File: config.mk
export PLATFORM = sky130hd
export DESIGN_NAME = rtype_encoder
export DESIGN_NICKNAME = d
export VERILOG_FILES = /design/src/rtl/rv_pkg.sv /design/src/rtl/rtype_enc_fifo.sv /design/src/rtl/rtype_encoder.sv
export SDC_FILE = /design/constraint.sdc
export NUM_CORES = 1
export LEC_CHECK = 0
export CAP_MARGIN = 30
export CORE_MARGIN = 4
export CORE_UTILIZATION = 51
export CTS_BUF_LIST = sky130_fd_sc_hd__clkbuf_16
export CTS_CLUSTER_DIAMETER = 30
export DETAILED_ROUTE_END_ITERATION = 8
export PLACE_DENSITY = 0.85
export SLEW_MARGIN = 5
export SYNTH_ARGS = -nofsm -noshare
export SYNTH_HDL_FRONTEND = slang
export SYNTH_SLANG_ARGS = --single-unit
export TNS_END_PERCENT = 20
File: constraint.sdc
create_clock -name clk -period 5.1 [get_ports clk]
set_clock_uncertainty 0.05 [all_clocks]
set_input_delay 1.02 -clock clk [delete_from_list [all_inputs] [get_ports clk]]
set_output_delay 1.02 -clock clk [all_outputs]
set_load 0.02 [all_outputs]
File: src/rtl/rv_pkg.sv
// rv_pkg: shared RV32 R-type encoding constants, ALU op codes and encoder FSM state type
package rv_pkg;
    localparam logic [6:0] OPC_RTYPE = 7'b0110011;
    localparam logic [3:0] OP_ADD = 4'd0;
    localparam logic [3:0] OP_SUB = 4'd1;
    localparam logic [3:0] OP_OR  = 4'd2;
    localparam logic [3:0] OP_AND = 4'd3;
    localparam logic [3:0] OP_XOR = 4'd4;
    localparam logic [3:0] OP_SLT = 4'd5;
    localparam logic [2:0] F3_ADD_SUB = 3'b000;
    localparam logic [2:0] F3_OR      = 3'b110;
    localparam logic [2:0] F3_AND     = 3'b111;
    localparam logic [2:0] F3_XOR     = 3'b100;
    localparam logic [2:0] F3_SLT     = 3'b010;
    localparam logic [6:0] F7_BASE = 7'b0000000;
    localparam logic [6:0] F7_SUB  = 7'b0100000;

    typedef enum logic [1:0] {S_IDLE, S_RUN, S_DONE} state_t;

    // Op codes outside ADD..SLT fall through to the ADD encoding.
    function automatic logic [31:0] encode(input logic [3:0] op, input logic [4:0] rd,
                                           input logic [4:0] rs1, input logic [4:0] rs2);
        return {(op == OP_SUB) ? F7_SUB : F7_BASE, rs2, rs1,
                (op == OP_OR)  ? F3_OR  :
                (op == OP_AND) ? F3_AND :
                (op == OP_XOR) ? F3_XOR :
                (op == OP_SLT) ? F3_SLT : F3_ADD_SUB,
                rd, OPC_RTYPE};
    endfunction
endpackage

File: src/rtl/rtype_enc_fifo.sv
// rtype_enc_fifo: 2-entry FIFO holding encoded words ahead of the memory write port
// Ports: clk/reset (sync, active high), push_i/data_i write side, pop_i/data_o read side,
// empty_o/full_o status. Callers must not push when full nor pop when empty.
module rtype_enc_fifo #(
    parameter int W = 32
) (
    input  logic         clk,
    input  logic         reset,
    input  logic         push_i,
    input  logic [W-1:0] data_i,
    input  logic         pop_i,
    output logic [W-1:0] data_o,
    output logic         empty_o,
    output logic         full_o
);
    logic [W-1:0] mem_q [2];
    logic         rd_q, wr_q;
    logic [1:0]   cnt_q;

    always_ff @(posedge clk) begin
        if (reset) begin
            rd_q  <= 1'b0;
            wr_q  <= 1'b0;
            cnt_q <= 2'd0;
        end else begin
            if (push_i) wr_q <= ~wr_q;
            if (pop_i) rd_q <= ~rd_q;
            cnt_q <= cnt_q + 2'(push_i) - 2'(pop_i);
        end
    end

    always_ff @(posedge clk) begin
        if (push_i) mem_q[wr_q] <= data_i;
    end

    assign data_o  = mem_q[rd_q];
    assign empty_o = cnt_q == 2'd0;
    assign full_o  = cnt_q == 2'd2;
endmodule

File: src/rtl/rtype_encoder.sv
// rtype_encoder: turns ALU op requests into R-type instruction words written to instruction memory
// Ports: clk/reset (sync, active high); start/base_addr begin a program; in_* request handshake
// with in_last closing the program; imem_* write port (imem_ready completes a write);
// busy/done status, instr_count words written, err_illegal sticky illegal-op flag.
// Build option RTYPE_ENC_ILLEGAL_CHK_EN: drop op codes 6-15 and flag them instead of encoding as ADD.
module rtype_encoder
    import rv_pkg::*;
#(
    parameter int ADDR_W = 12,
    parameter int CNT_W  = 16
) (
    input  logic              clk,
    input  logic              reset,
    input  logic              start,
    input  logic [ADDR_W-1:0] base_addr,
    input  logic              in_valid,
    output logic              in_ready,
    input  logic [3:0]        in_alu_op,
    input  logic [4:0]        in_rd,
    input  logic [4:0]        in_rs1,
    input  logic [4:0]        in_rs2,
    input  logic              in_last,
    output logic              imem_we,
    input  logic              imem_ready,
    output logic [ADDR_W-1:0] imem_addr,
    output logic [31:0]       imem_wdata,
    output logic              busy,
    output logic              done,
    output logic [CNT_W-1:0]  instr_count,
    output logic              err_illegal
);
    state_t            state_q, state_d;
    logic [ADDR_W-1:0] addr_q, addr_d;
    logic [CNT_W-1:0]  cnt_q, cnt_d;
    logic              last_q, last_d, err_q, err_d;
    logic              run, acc, wr, legal, empty, full;
    logic [31:0]       head;

`ifdef RTYPE_ENC_ILLEGAL_CHK_EN
    assign legal = in_alu_op <= OP_SLT;
`else
    assign legal = 1'b1;
`endif

    assign run      = state_q == S_RUN;
    assign in_ready = run && !full && !last_q;
    assign acc      = in_valid && in_ready;
    assign imem_we  = run && !empty;
    assign wr       = imem_we && imem_ready;

    rtype_enc_fifo #(.W(32)) u_fifo (
        .clk    (clk),
        .reset  (reset),
        .push_i (acc && legal),
        .data_i (encode(in_alu_op, in_rd, in_rs1, in_rs2)),
        .pop_i  (wr),
        .data_o (head),
        .empty_o(empty),
        .full_o (full)
    );

    always_comb begin
        state_d = state_q;
        addr_d  = addr_q;
        cnt_d   = cnt_q;
        last_d  = last_q;
        err_d   = err_q;
        case (state_q)
            S_IDLE: if (start) begin
                state_d = S_RUN;
                addr_d  = base_addr;
                cnt_d   = '0;
                last_d  = 1'b0;
                err_d   = 1'b0;
            end
            S_RUN: begin
                if (wr) begin
                    addr_d = addr_q + ADDR_W'(4);
                    cnt_d  = &cnt_q ? cnt_q : cnt_q + CNT_W'(1);
                end
                if (acc && in_last) last_d = 1'b1;
                if (acc && !legal) err_d = 1'b1;
                if (last_q && empty) state_d = S_DONE;
            end
            default: state_d = S_IDLE;
        endcase
    end

    always_ff @(posedge clk) begin
        if (reset) begin
            state_q <= S_IDLE;
            addr_q  <= '0;
            cnt_q   <= '0;
            last_q  <= 1'b0;
            err_q   <= 1'b0;
        end else begin
            state_q <= state_d;
            addr_q  <= addr_d;
            cnt_q   <= cnt_d;
            last_q  <= last_d;
            err_q   <= err_d;
        end
    end

    // Gating keeps the data bus at zero whenever no write is being offered.
    assign imem_wdata  = imem_we ? head : 32'd0;
    assign imem_addr   = addr_q;
    assign busy        = run;
    assign done        = state_q == S_DONE;
    assign instr_count = cnt_q;
    assign err_illegal = err_q;
endmodule

# Word level (Yosys, flattened, before mapping)

Memories as Yosys holds them, arrays and structs flattened. A register that Yosys moved wholly into a read port is not among the register bits.
Cells that the tools add are included.

Input port bits: 37
Output and inout bits: 65
Logic and storage cells: 68
Memory bits (writable): 48
Register bits after elaboration: 35
Memories: 1

Memory list:

| name         | words | bits a word | rd ports | clocked after Yosys merged registers in | write ports | line                 | text |
|---|---|---|---|---|---|---|---|
| u_fifo.mem_q | 2     | 24          | 1        | 1                                       | 1           | rtype_enc_fifo.sv:16 | `logic [W-1:0] mem_q [2];` |

Reduce and logical (&&, ||, !) cells: 18
Mux-type cells: 23
Bitwise gates (word level): 2
$add $sub $neg: 4
Equal/unequal tests: 13

Operators by type and width:

| kind                    | number |
|---|---|
| $mux W16                | 3 |
| $mux W32                | 1 |
| $pmux W16 S2            | 1 |
| $mux W12                | 2 |
| $pmux W12 S2            | 1 |
| $add A16 B1 Y16 const B | 1 |
| $reduce_and A16 Y1      | 1 |
| $add A12 B3 Y12 const B | 1 |
| $mux W3                 | 3 |
| $eq A4 B2 Y1 const B    | 2 |
| $eq A4 B3 Y1 const B    | 2 |
| $logic_and A1 B1 Y1     | 7 |
| $mux W1                 | 6 |
| $mux W2                 | 3 |
| $mux W6                 | 1 |
| $ne A2 B1 Y1 const B    | 3 |
| $reduce_and A3 Y1       | 2 |
| $eq A2 B2 Y1 const B    | 2 |
| $eq A4 B1 Y1 const B    | 1 |
| $logic_not A2 Y1        | 2 |
| $ne A2 B2 Y1 const B    | 2 |
| $pmux W2 S2             | 1 |
| $reduce_and A4 Y1       | 1 |
| $logic_not A1 Y1        | 3 |
| 7 further kinds         | 8 |

# Depth between registers and ports, before layout

Gate-level depths: netlist of run 1.

Depth after elaboration: 8
Gate-level depth with buffers: 10

# Modules after synthesis

A second synthesis of run 1 with hierarchy kept.

Cell total of the unflattened synthesis: 384
Area, all modules: 4,675.7 µm²

By module, submodules not included:

| module         | seq. area each (µm²) | cells an instance | instances | area an instance (µm²) |
|---|---|---|---|---|
| rtype_enc_fifo | 2,021.9              | 121               | 1         | 2,682.6 |
| rtype_encoder  | 620.6                | 263               | 1         | 1,993.2 |

# Worst setup path after synthesis of run 1

No wires, ideal clock.

Path type: reg2reg
Start point: reg state_q[1]
End point: mem u_fifo.mem_q[0][0] (netlist bit), enable pin
Stages on the path, launching flop included: 5
Arrival: 2.357 ns
Setup time: 0.397 ns
Path slack: 2.296 ns
Period minus slack after synthesis: 2.804 ns
Path through: dfxtp_1 nand2b_4 a211oi_1 and2_0 nor2b_1

Longest elaborated chain between the ends: 6

Ends and longest elaborated chain:

| what                             | line                 | text |
|---|---|---|
| start: declaration               | rtype_encoder.sv:32  | `state_t state_q, state_d;` |
| start signal: assignment         | rtype_encoder.sv:97  | `state_q <= state_d;` |
| $eq A2 B1 Y1                     | rtype_encoder.sv:45  | `assign run = state_q == S_RUN;` |
| $logic_and A1 B1 Y1 (2 in a row) | rtype_encoder.sv:46  | `assign in_ready = run && !full && !last_q;` |
| via in_ready                     | rtype_encoder.sv:17  | `output logic in_ready,` |
| $logic_and A1 B1 Y1              | rtype_encoder.sv:47  | `assign acc = in_valid && in_ready;` |
| $mux W1                          | rtype_enc_fifo.sv:33 | `if (push_i) mem_q[wr_q] <= data_i;` |
| $mux W1 (not written as such)    | rtype_enc_fifo.sv:33 |  |
| end: declaration                 | rtype_enc_fifo.sv:16 |  |

The timed path passes the listed nets, and every way through them passes these cells.

# Final worst setup path of run 1

Start point: reg state_q[1]
End point: out imem_we

Longest elaborated chain between the ends: 2

Ends and longest elaborated chain:

| what                | line                | text |
|---|---|---|
| $eq A2 B1 Y1        | rtype_encoder.sv:45 |  |
| $logic_and A1 B1 Y1 | rtype_encoder.sv:48 | `assign imem_we = run && !empty;` |
| end: declaration    | rtype_encoder.sv:23 | `output logic imem_we,` |

Every way passes these cells.

==> impl_metrics.ini, run 1 <==
[place]
portBuffers = 91
place_area_mm2 = 0.00436
pre_cts_ws_ns = 1.76
dp_hpwl_um = 5660
gp_congestion = 0.878
dp.cells = 496

[finish]
fin_area_mm2 = 0.00470
layoutNonFillerInstCount = 514
drive_gt1_share_pct = 7.09
area_growth_pct = 36.3
antenna_cells = 0
final_util_pct = 72.8
num-nets-final = 473

[timing]
fmax_ghz = 0.269
fin_setup_tns_ns = 0
finalSetupViolCount = 0
holdWs_ns = 0.413
worst_slew_pin_slew_ns = 0.901
finalCritPeriodShare_pct = 72.8
hold_viol_final = 0
slew_viol_final = 0
rsz0062_at_grt = no
setup_slack_ns = 1.39
min_period_ns = 3.71
slew_headroom_pct = 40.0

[detailed_routing]
vias = 2933
first_pass_iters = 5
final_antenna_net_count = 0
wl_um = 8360
avgRoutedWirePerCell_um = 16.3
drtIter0Drc = 179
viasPerCell = 5.71
drc_errors = 0

[die]
start_util_pct = 53.4
num_rows = 29
dieArea_mm2 = 0.00815
num_io_pins = 102
coreArea_mm2 = 0.00646
die_x_um = 90.3
die_y_um = 90.3

[global_routing]
antenna_found_initial = 0
grt_max_degree = 36
grt_pass1_vias = 2764
grt_pass1_wl_um = 13200
grt_overflow = 0
track_usage_pct = 20.2

[clock_tree]
cts.sinks = 74
cts_buffers = 9
cts.repair.resized = 0
cts_setup_buffers = 0
clk_pin_slew_ns = 0.06
cts_tree = yes
clock_path_buffers = 2
cts_hold_buf = 0
worstSkewPairLatency_ns = 0.33
ctsRootBufferMaster = clkbuf_16
htreeDepth = 3

[power]
irDropWorstVdd_mv = 0.214
fin_total_pwr_mw = 1.52
leakage_nw = 1.62
power_density_mw_per_mm2 = 323

[outcome]
status = finished clean

[synth]
yosys.area.top_type = edfxtp_1
synth-main-ff-cell = edfxtp_1
synth_area_per_cell_um2 = 10.0
synth_area_mm2 = 0.00345
yosysWarnings = 0
synth_seq_cells = 74
yosysMostFrequentCell = nor2_1
synthTopCellsByCount = 46 x nor2_1, 38 x edfxtp_1, 36 x dfxtp_1
synth-edff-count = 38
synth_cell_types = 53
ys_seq_area_share_pct = 53.9
async_reset_ff_share_pct = 0
synth_top_area_share_pct = 33.1
netlist_instances = 345
synth_area_leaders = edfxtp_1 33%, dfxtp_1 21%, mux2i_1 5.5%

[worst_setup_path]
crit_type = reg -> out
crit_arrival_ns = 2.64
setup.worst_path.end_class = output port
worst_ep_required_time_ns = 4.03
r2r-start = state_q[1]
cp-start-kind = register
worstSetupStartpoint = state_q[1]
path_max_fanout = 33

[hold_path]
hold_class = reg -> reg
min_from = imem_addr[1]

[flow_run]
maxCapViolCount = 0
## final timing paths
check        slack, ns              end  cells after the start
max               1.39          imem_we                      6
min               0.41     imem_addr[1]                      2
max reg2reg       2.33  u_fifo.cnt_q[1]                     10
min reg2reg       0.41     imem_addr[1]                      2
## placed cells by master, fill, tap and decap left out, types with 10 or more instances in the layout
cell type,n
clkdlybuf4s50_1,91
nor2_1,46
edfxtp_1,38
dfxtp_1,36
a21oi_1,28
nand2_1,28
mux2i_1,19
o21ai_0,13
nand3_1,11
conb_1,10
## power breakdown
group	switching, mW	internal (mW)
Sequential	0.0158	0.646
Combinational	0.0995	0.0842
Clock	0.244	0.428
## cells by family (layout without fill, tap and decap cells)
group / Yosys count / count (layout) / synth area share [%]
AO/OA/AOI/OAI: 73 / 73 / 13.1
multiplexers: 19 / 19 / 5.51
XOR/XNOR: 4 / 4 / 1.02
flip-flops: 74 / 74 / 53.9
adder cells (fa/ha/maj): 4 / 4 / 1.45
AND/OR/NAND/NOR: 135 / 135 / 19.5
other: 1 / 10 / 0.109
buffers and inverters: 35 / 118 / 5.40
## per-layer routing
metal,vias up,GRT usage [%],wire (um)
met5,-,0,0
met4,0,9.31,183
met3,14,4.58,575
met2,121,34.7,4290
met1,1387,24.0,3310
li1,1411,-,-
## cell type report
type / count / area (um2)
Fill cell: 472 / 1750
Clock inverter: 7 / 93.8
Multi-Input combinational cell: 245 / 1440
Clock buffer: 9 / 225
Inverter: 6 / 23.8
Sequential cell: 74 / 1860
Tap cell: 77 / 96.3
Timing Repair Buffer: 96 / 963
## critical path: stages (launching register included)
cell	delay [ns]
dfxtp_1	0.34
nand2b_4	0.30
inv_1	0.47
o21ai_1	0.16
buf_4	0.25
inv_1	0.15
clkdlybuf4s50_1	0.64
## state kept, by name, summed over array words and instances (netlist names), named ones only
signal,cells
imem_addr,12
instr_count,16
last_q,1
state_q,2
u_fifo.cnt_q,2
u_fifo.mem_q,38
u_fifo.rd_q,1
u_fifo.wr_q,1
Power figures use the tool's default switching activity.
==> run 2: changes to the inputs <==
--- a/config.mk
+++ b/config.mk
@@ -7,11 +7,11 @@
 export LEC_CHECK = 0
 export CAP_MARGIN = 30
 export CORE_MARGIN = 4
-export CORE_UTILIZATION = 51
+export CORE_UTILIZATION = 47
 export CTS_BUF_LIST = sky130_fd_sc_hd__clkbuf_16
 export CTS_CLUSTER_DIAMETER = 30
 export DETAILED_ROUTE_END_ITERATION = 8
-export PLACE_DENSITY = 0.85
+export PLACE_DENSITY = 0.8
 export SLEW_MARGIN = 5
 export SYNTH_ARGS = -nofsm -noshare
 export SYNTH_HDL_FRONTEND = slang
==> constraint.sdc (replaced) <==
create_clock -name clk -period 3.6 [get_ports clk]
set_clock_uncertainty 0.05 [all_clocks]
set_input_delay 0.72 -clock clk [delete_from_list [all_inputs] [get_ports clk]]
set_output_delay 0.72 -clock clk [all_outputs]
set_load 0.02 [all_outputs]
==> run 2 against run 1 <==
Critical path depth did not move. Critical endpoint is now imem_wdata[5]. Largest power group unchanged. Power rose by 52%. Clock power rose by 65%. Cell count rose by 3.9%. Via count barely moved. First-iteration DRC count fell by 23%. Combinational power rose by 43%. Routed wire length rose by 1.5%. Design area rose by 1.5%.
==> impl_metrics.ini, run 2 (same netlist as run 1, synthesis figures left out) <==
[hold_path]
hold_class = reg -> reg

[die]
die_x_um = 93.7
coreArea_mm2 = 0.00698
die_y_um = 93.7
num_rows = 30
num_io_pins = 102
dieArea_mm2 = 0.00878
start_util_pct = 49.4

[worst_setup_path]
path_max_fanout = 33
worst_ep_required_time_ns = 2.83
crit_type = reg -> out
crit_arrival_ns = 2.24
cp-start-kind = register
setup.worst_path.end_class = output port

[timing]
rsz0062_at_grt = no
finalCritPeriodShare_pct = 83.6
worst_slew_pin_slew_ns = 0.888
finalSetupViolCount = 0
fmax_ghz = 0.332
hold_viol_final = 0
fin_setup_tns_ns = 0
min_period_ns = 3.01
slew_headroom_pct = 40.8
slew_viol_final = 0

[global_routing]
track_usage_pct = 19.4
grt_max_degree = 34
antenna_found_initial = 0
grt_overflow = 0
grt_pass1_wl_um = 13300
grt_pass1_vias = 2755

[place]
gp_congestion = 0.905
dp.cells = 518
portBuffers = 91
dp_hpwl_um = 5750

[detailed_routing]
viasPerCell = 5.49
drtIter0Drc = 138
wl_um = 8490
vias = 2932
avgRoutedWirePerCell_um = 15.9
first_pass_iters = 5
final_antenna_net_count = 0
drc_errors = 0

[outcome]
status = finished clean

[finish]
final_cell_mix = 91 x clkdlybuf4s50_1, 46 x nor2_1, 38 x edfxtp_1
area_growth_pct = 38.3
drive_gt1_share_pct = 7.53
num-nets-final = 474
largest_reg_flops = 38
antenna_cells = 0
fill_cells = 521
regMostFlops = u_fifo.mem_q
layoutNonFillerInstCount = 534
final_common_cell = clkdlybuf4s50_1

[clock_tree]
cts.sinks = 74
cts_buffers = 9
cts_tree = yes
cts_setup_buffers = 0
clk_pin_slew_ns = 0.06
htreeDepth = 3
ctsRootBufferMaster = clkbuf_16
clock_path_buffers = 2
cts.repair.resized = 0
worstSkewPairLatency_ns = 0.33
cts_hold_buf = 0

[flow_run]
maxCapViolCount = 0

[power]
leakage_nw = 1.64
irDropWorstVdd_mv = 0.264
power_density_mw_per_mm2 = 484
==> run 2: cell types whose count changed in the layout (fill, tap and decap cells not counted), sizes merged <==
cell / delta
buf: +1
bufinv: +2
clkinv: -2
==> run 2: worst paths after layout <==
kind                     start         endpoint  slack [ns]  depth (start not counted)
setup / recovery    state_q[1]    imem_wdata[5]        0.59                          6
setup reg to reg    state_q[1]  u_fifo.cnt_q[1]        0.97                         11
hold reg to reg   imem_addr[0]     imem_addr[0]        0.41                          2
hold / removal    imem_addr[0]     imem_addr[0]        0.41                          2
==> run 2: per-layer routing <==
layer | track usage (%) | up-vias | wire length [um]
met5 | 0 | - | 0
met4 | 8.90 | 0 | 165
met3 | 4.01 | 15 | 548
met2 | 33.2 | 109 | 4360
met1 | 23.3 | 1387 | 3420
li1 | - | 1421 | -
==> run 2: through the flow <==
stage | worst slack (ns) | hold WS [ns] | area, um2 | total power [mW] | utilization, %
2_1_floorplan | 0.796 | 0.431 | 3490 | 1.10 | -
3_3_place_gp | 0.979 | 0.392 | 4400 | 1.21 | 63.0
3_5_place_dp | 0.891 | 0.398 | 4400 | 1.21 | 63.0
4_1_cts | 0.571 | 0.407 | 4770 | 2.32 | 68.4
5_1_grt | 0.397 | 0.422 | 4770 | 2.39 | 68.4
6_report | 0.589 | 0.409 | 4770 | 2.31 | 68.4
==> run 2: worst max-delay path, cell delays in order, from the launching register on <==
cell	delay, ns
dfxtp_1	0.40
nand2b_4	0.37
inv_1	0.09
o21ai_1	0.08
buf_4	0.27
inv_1	0.13
clkdlybuf4s50_1	0.56
==> run 2: final cells by class <==
| cell class | instances | area, um2 | area share, % |
|---|---|---|---|
| inverter | 6 | 23.8 | 0.498 |
| sequential | 74 | 1860 | 39.0 |
| clock inverter | 7 | 148 | 3.09 |
| multi-input combinational | 245 | 1440 | 30.2 |
| timing repair buffer | 97 | 956 | 20.0 |
| tap | 96 | 120 | 2.52 |
| clock buffer | 9 | 225 | 4.72 |
==> run 2: report_power, final <==
part           switching (mW)  leakage (nW)  internal (mW)
registers              0.0209         0.640          0.915
logic                   0.145         0.826          0.119
clock network           0.355         0.178          0.754
